**src/rtl/cla_serial_subtractor.sv**
```systemverilog
// Multi-cycle N-bit subtractor D = A - B - Bin, one G-bit borrow-lookahead group per clock.
// Latency: start accepted on edge 0, done pulses in the cycle after edge N/G+1.
// Backpressure: start is ignored while busy=1; the result holds until the next completion.
//
// Ports:
//   clk, rst_n          rising-edge clock, synchronous active-low reset
//   start, A, B, Bin    request pulse and operands, sampled on the accepting edge
//   busy, done          operation in progress / single-cycle result-valid pulse
//   D, Bout, V          difference, unsigned borrow out, signed overflow
module cla_serial_subtractor #(
   parameter int N = 16,
   parameter int G = 4
) (
   input  logic         clk,
   input  logic         rst_n,
   input  logic         start,
   input  logic [N-1:0] A,
   input  logic [N-1:0] B,
   input  logic         Bin,
   output logic         busy,
   output logic         done,
   output logic [N-1:0] D,
   output logic         Bout,
   output logic         V
);

   localparam int NG = N / G;
   localparam int CW = (NG > 1) ? $clog2(NG) : 1;

   localparam logic [1:0] S_IDLE = 2'd0;
   localparam logic [1:0] S_CALC = 2'd1;
   localparam logic [1:0] S_DONE = 2'd2;

   logic [1:0]    state;
   logic [CW-1:0] cnt;
   logic [N-1:0]  a_q;
   logic [N-1:0]  b_q;
   logic [N-1:0]  res_q;
   logic          borrow_q;

   int unsigned   base;
   logic [G-1:0]  ga;
   logic [G-1:0]  gb;
   logic [G-1:0]  gg;
   logic [G-1:0]  gp;
   logic [G:0]    gc;
   logic [G-1:0]  gd;

   // Group slice: subtraction as A + ~B + ~borrow. Every internal carry is the
   // fully expanded generate/propagate sum-of-products, so no carry depends
   // on another carry inside the slice.
   always_comb begin
      logic acc;
      logic term;
      base = 32'(cnt) * 32'(G);
      ga   = a_q[base +: G];
      gb   = ~b_q[base +: G];
      gg   = ga & gb;
      gp   = ga ^ gb;
      gc   = '0;
      gc[0] = ~borrow_q;
      for (int i = 0; i < G; i++) begin
         // carry-in term propagated through bits 0..i
         acc = gc[0];
         for (int k = 0; k <= i; k++) acc = acc & gp[k];
         // generate at bit j propagated through bits j+1..i
         for (int j = 0; j <= i; j++) begin
            term = gg[j];
            for (int k = j + 1; k <= i; k++) term = term & gp[k];
            acc = acc | term;
         end
         gc[i+1] = acc;
      end
      gd = gp ^ gc[G-1:0];
   end

   always_ff @(posedge clk) begin
      if (!rst_n) begin
         state    <= S_IDLE;
         cnt      <= '0;
         a_q      <= '0;
         b_q      <= '0;
         res_q    <= '0;
         borrow_q <= 1'b0;
         busy     <= 1'b0;
         done     <= 1'b0;
         D        <= '0;
         Bout     <= 1'b0;
         V        <= 1'b0;
      end else begin
         done <= 1'b0;
         case (state)
            S_IDLE: begin
               if (start) begin
                  a_q      <= A;
                  b_q      <= B;
                  borrow_q <= Bin;
                  cnt      <= '0;
                  busy     <= 1'b1;
                  state    <= S_CALC;
               end
            end
            S_CALC: begin
               res_q[base +: G] <= gd;
               // borrow is the complement of the slice carry-out
               borrow_q <= ~gc[G];
               if (cnt == CW'(NG - 1)) begin
                  cnt   <= '0;
                  state <= S_DONE;
               end else begin
                  cnt <= cnt + 1'b1;
               end
            end
            S_DONE: begin
               // outputs only update here, so partial results are never visible
               D     <= res_q;
               Bout  <= borrow_q;
               V     <= (a_q[N-1] ^ b_q[N-1]) & (res_q[N-1] ^ a_q[N-1]);
               done  <= 1'b1;
               busy  <= 1'b0;
               state <= S_IDLE;
            end
            default: state <= S_IDLE;
         endcase
      end
   end

endmodule

```
**config.mk**
```make
export PLATFORM = sky130hd
export DESIGN_NAME = cla_serial_subtractor
export DESIGN_NICKNAME = d
export VERILOG_FILES = /design/src/rtl/cla_serial_subtractor.sv
export SDC_FILE = /design/constraint.sdc
export NUM_CORES = 1
export LEC_CHECK = 0
export CAP_MARGIN = 20
export CORE_ASPECT_RATIO = 1.4
export CORE_UTILIZATION = 36
export DETAILED_ROUTE_END_ITERATION = 10
export HOLD_SLACK_MARGIN = 0.12
export PLACE_DENSITY = 0.56
export SLEW_MARGIN = 15
export SYNTH_ARGS = -nofsm -noshare
export SYNTH_HDL_FRONTEND = slang
export SYNTH_SLANG_ARGS = --single-unit
```
**constraint.sdc**
```tcl
create_clock -name clk -period 4.6 [get_ports clk]
set_clock_uncertainty 0.15 [all_clocks]
set_input_delay 1.15 -clock clk [delete_from_list [all_inputs] [get_ports clk]]
set_output_delay 1.15 -clock clk [all_outputs]
set_load 0.02 [all_outputs]
```
## Yosys cells after proc, flatten, opt, wreduce, memory -nomap -nowiden

Cells that the tools add are included.

- Bits in registers: 73
- Input bits: 36
- Output and inout port bits: 20
- Logic and storage cells: 70

- Add/subtract/negate cells: 2
- Eq/ne operators: 5
- Shifts and indexed selects: 4
- Muxes and demuxes: 12
- Bitwise gates (word level): 29
- Reductions and logical operators: 7

Operators by type and width:

| operator | count |
|---|---|
| negator 4 -> 34 bit | 1 |
| variable shift 4 x 34 -> 16 bit, first input constant | 1 |
| indexed part select 4 x 34 -> 16 bit | 1 |
| indexed part select 16 x 5 -> 4 bit | 2 |
| bitwise mux 16 bit | 1 |
| bitwise AND 1 bit | 11 |
| OR 1 bit | 10 |
| 2-to-1 mux 2 bit | 4 |
| case mux 2 bit (2 select lines) | 2 |
| AND reduction 2 bit | 4 |
| bitwise XOR 4 bit | 2 |
| bitwise AND 4 bit | 1 |
| == test 2 bit, second input constant | 2 |
| != test 2 bit, second input constant | 2 |
| inverter 4 bit | 1 |
| case mux 1 bit (2 select lines) | 2 |
| nonzero test 2 bit | 2 |
| 2-to-1 mux 1 bit | 3 |
| adder 2 x 1 -> 2 bit, second input constant | 1 |
| == test 2 x 1 -> 1 bit, second input constant | 1 |
| zero test 2 bit | 1 |
| inverter 1 bit | 2 |
| bitwise XOR 1 bit | 2 |

## Longest topological paths before layout

- Depth after elaboration: 13
- Gate-level depth with buffers: 9
- Depth with buffers taken out: 8

## Worst setup path before layout

OpenSTA, ideal clock, no wires.

- Path type: reg-to-reg
- Start: register cnt[0]
- End: register borrow_q
- Library setup time: 86 ps
- Arrival: 2,248 ps
- Required time: 4,364 ps
- Slack: 2,117 ps
- Stages on the path, launching flop included: 9
- Path buffers: 1
- Period minus slack after synthesis: 2,483 ps
- Path through: dfxtp_1 -> buf_6 -> mux4_2 -> ha_1 -> ha_1 -> o211ai_1 -> nand2_1 -> a21o_1 -> a211oi_1

- Word-level cells in the longest chain between the ends: 13
- Elaborated cells on any way between the ends: 21
- Classes of those cells: shift: 2; mux: 1; bitwise: 18

Ends and longest elaborated chain:

| element | line | RTL |
|---|---|---|
| from (decl) | 35 | `logic [CW-1:0] cnt;` |
| from (signal assigned) | 111 | `cnt <= cnt + 1'b1;` |
| indexed part select 16 x 5 -> 4 bit | 57 | `gb = ~b_q[base +: G];` |
| inverter 4 bit | 57 |  |
| bitwise XOR 4 bit | 59 | `gp = ga ^ gb;` |
| bitwise AND 1 bit (4 in a row) | 65 | `for (int k = 0; k <= i; k++) acc = acc & gp[k];` |
| OR 1 bit (3 in a row) | 70 | `acc = acc \| term;` |
| OR 1 bit * | 70 |  |
| inverter 1 bit * | 106 | `borrow_q <= ~gc[G];` |
| case mux 1 bit (2 select lines) * | 92 | `case (state)` |
| to (signal assigned) | 97 | `borrow_q <= Bin;` |
| to (signal assigned) | 106 |  |
| to (decl) | 39 | `logic borrow_q;` |

Every way passes the cells marked *; elsewhere a longest branch is shown, timed or not.
A chain may end at the register's enable or synchronous reset.

## Final worst setup path

- Start: register cnt[0]
- End: register res_q[7]

- Word-level cells in the longest chain between the ends: 12
- Elaborated cells on any way between the ends: 22
- Classes of those cells: add/sub: 1; shift: 4; mux: 1; bitwise: 16

Ends and longest elaborated chain:

| element | line | RTL |
|---|---|---|
| indexed part select 16 x 5 -> 4 bit | 57 |  |
| inverter 4 bit | 57 |  |
| bitwise XOR 4 bit | 59 |  |
| bitwise AND 1 bit (3 in a row) | 65 |  |
| OR 1 bit (3 in a row) | 70 |  |
| bitwise XOR 4 bit | 74 | `gd = gp ^ gc[G-1:0];` |
| indexed part select 4 x 34 -> 16 bit | 104 | `res_q[base +: G] <= gd;` |
| bitwise mux 16 bit * | 104 |  |
| to (signal, indexed assignment) | 104 |  |
| to (decl) | 38 | `logic [N-1:0] res_q;` |

Marked as above.

==> flow_summary.json <==
{
  "outcome": "finished, final reports clean",
  "area_delta_synth_final_pct": 28.11,
  "routed_via_density": 4.824,
  "initial_core_util_pct": 36.93,
  "path_max_fanout": 13,
  "num_antenna_cells": 0,
  "static-leakage-power_nw": 1.513,
  "criticalPathCategory": "flip-flop to flip-flop",
  "postCtsResizedCells": 0,
  "dieWidth_um": 81.19,
  "seq_area_frac_synth_pct": 46.24,
  "portBuffers": 55,
  "synthArstFlopShare_pct": 0,
  "yosys_warnings": 0,
  "endpoint_kind": "flip-flop",
  "crit_arrival_ns": 2.96,
  "synth.largest_area_cell": "dfxtp_1",
  "clock_path_buffers": 2,
  "syn-cell-area_um2": 3161,
  "slowest_delay_ns": 0.75,
  "ys_ff_latch": 73,
  "clkLatencyLatePin_ns": 0.33,
  "antenna_found_initial": 0,
  "vdd_ir_drop_max_uv": 182.9,
  "tightest_slew_ns": 0.7552,
  "synth_top_area_share_pct": 46.24,
  "clk_pin_slew_ns": 0.05,
  "ys_top_cells_by_area": "dfxtp_1 46%, nand2_1 8.9%, a21boi_1 7.1%, mux4_2 5.7%, ha_1 4.4%",
  "timing.final.crit_share_pct": 63.12,
  "finalPower_mw": 1.622,
  "start_kind": "flip-flop",
  "setup-tns-final_ns": 0,
  "postCtsSetupRepairBufs": 0,
  "setup-violations-final": 0,
  "period_minus_slack_ns": 2.903,
  "cap_violations": 0,
  "seq_power_share_pct": 41.7,
  "die-area_um2": 9164,
  "cts_buffers": 9,
  "routed_wl_mm": 6.418,
  "grt_max_degree": 54,
  "combinationalPowerShare_pct": 11.3,
  "finalHoldViolations": 0,
  "swShare_pct": 22.94,
  "rows": 40,
  "grt_first_pass_wirelength_mm": 10.65,
  "crit_chain": "mux4_2 > ha_1 > ha_1 > o211ai_1 > nand2_1 > xnor2_1 > o21ai_0",
  "relSlewSlack_pct": 49.55,
  "cts_tree": "built",
  "die_h_um": 112.9,
  "crit_top_cell": "ha_1",
  "ys.flop_type": "dfxtp_1",
  "gr-total-overflow": 0,
  "postRouteAntennaNets": 0,
  "wl_per_cell_um": 13.45,
  "ios": 56,
  "htreeDepth": 3,
  "hold_buffers": 0,
  "synthesis.nets": 365,
  "vias": 2301,
  "p_int_mw": 1.250,
  "pwr-share-clk_pct": 47.0,
  "cellPowerDensity_nw_per_um2": 400.5,
  "required_ns": 4.65,
  "hpwl_mm": 4.566,
  "core_area_um2": 8558,
  "synth_cells": 317,
  "drtIter0Drc": 91,
  "drive_gt1_share_pct": 11.83,
  "drc": 0,
  "rsz0062_at_grt": "false",
  "avgSynthCellArea_um2": 9.970,
  "place.gp.congestion": 0.7446,
  "synth_cell_types": 43,
  "grt_pass1_vias": 2263,
  "max_freq_ghz": 0.3444,
  "p_switching_mw": 0.3719,
  "hold_path.class": "flip-flop to flip-flop",
  "slowest_stage": "dfxtp_1",
  "slew_violations": 0,
  "cts.sinks": 73,
  "drt-pass1-iter-count": 6,
  "synth_edf_count": 0,
  "grt_usage_pct": 15.84,
  "root_buffer": "clkbuf_16",
  "fin_nets": 415
}
critical path, delay by kind of cell (launching register included):
kind / cells / cell delay (ns)
AOI/OAI and AO/OA: 2 / 0.31
xor gates and xnor gates: 1 / 0.32
adders and majority gates: 2 / 0.51
DFF: 1 / 0.75
muxes: 1 / 0.63
and+or+nand+nor: 1 / 0.10
layout make-up:
cell class | instances | area [µm²]
Multi-Input combinational cell | 214 | 1506
Tap cell | 105 | 131.4
Sequential cell | 73 | 1461
Clock buffer | 12 | 256.5
Clock inverter | 4 | 75.07
Inverter | 10 | 37.54
Timing Repair Buffer | 59 | 580.6
Fill cell | 836 | 4509
synthesized netlist by cell type, types with 2 or more instances:
cell	number
nand2_1	75
dfxtp_1	73
a21boi_1	30
ha_1	11
o21ai_0	10
a22o_1	9
a22o_2	9
inv_1	9
nand3_1	9
nor2b_1	9
a22oi_1	8
mux4_2	8
buf_4	6
buf_6	6
clkbuf_1	5
a21boi_0	3
and3_1	3
xnor2_1	3
nand2_2	2
nand2b_1	2
nor2_1	2
nor3_1	2
o21a_1	2
o21ai_1	2
state kept, by name, indices dropped and copies added, names as in the netlist:
signal and cells:
busy 1, Bout 1, V 1, done 1, a_q 16, b_q 16, res_q 16, state 2
borrow_q 1, cnt 2, D 16
cell families after synthesis:
| kind of cell | after synthesis | share of synthesized area (%) |
|---|---|---|
| AND/OR/NAND/NOR | 113 | 17.22 |
| AO/OA/AOI/OAI | 78 | 18.92 |
| buffers and inverters | 30 | 6.096 |
| XOR/XNOR | 3 | 0.8315 |
| multiplexers | 8 | 5.701 |
| adder cells (fa/ha/maj) | 12 | 4.988 |
| flip-flops | 73 | 46.24 |
metrics by stage:
stage               cells  utilization (%)  instance area, µm²  hold WS (ns)  worst slack, ns
finish                477            47.31                4049        0.2997            1.697
detailed placement    461            43.44                3717        0.2938            1.439
global route          477            47.31                4049        0.3214            1.453
global placement      461            43.44                3717        0.2883            1.545
CTS                   477            47.31                4049        0.3013            1.635
floorplan             317                -                3161        0.2819            2.117
path summary, 6_finish.rpt:
check / startpoint / end / slack (ns) / depth (start not counted)
worst min-delay path: a_q[11] / a_q[11] / 0.30 / 2
worst min register to register: a_q[11] / a_q[11] / 0.30 / 2
worst max register to register: cnt[0] / res_q[7] / 1.70 / 7
worst max-delay path: cnt[0] / res_q[7] / 1.70 / 7
power groups by stage:
stage          logic, mW  clock network [mW]  registers [mW]
6_report           0.183               0.762           0.676
5_1_grt            0.205               0.812           0.681
4_1_cts            0.188               0.776           0.677
3_5_place_dp       0.187                   0           0.691
3_3_place_gp       0.184                   0           0.690
2_1_floorplan      0.133                   0           0.683
cells in the final DEF, fill, tap and decap left out, types with 3 or more instances in the layout:
| cell | Yosys | final |
|---|---|---|
| inv_1 | 9 | 9 |
| buf_4 | 6 | 4 |
| a21boi_0 | 3 | 3 |
| and3_1 | 3 | 3 |
| nand3_1 | 9 | 9 |
| a22oi_1 | 8 | 8 |
| nor2b_1 | 9 | 9 |
| ha_1 | 11 | 11 |
| clkbuf_16 | 0 | 9 |
| mux4_2 | 8 | 8 |
| a22o_2 | 9 | 9 |
| o21ai_0 | 10 | 10 |
| xnor2_1 | 3 | 3 |
| clkdlybuf4s50_1 | 0 | 55 |
| nand2_1 | 75 | 75 |
| a22o_1 | 9 | 9 |
| dfxtp_1 | 73 | 73 |
| a21boi_1 | 30 | 30 |
layer usage:
layer | vias to the layer above | GRT usage [%] | routed length [µm]
li1 | 1188 | - | -
met1 | 1064 | 16.95 | 2743
met2 | 40 | 27.56 | 3336
met3 | 9 | 5.726 | 234
met4 | 0 | 6.429 | 103
met5 | - | 0 | 0
Power figures use the tool's default switching activity.
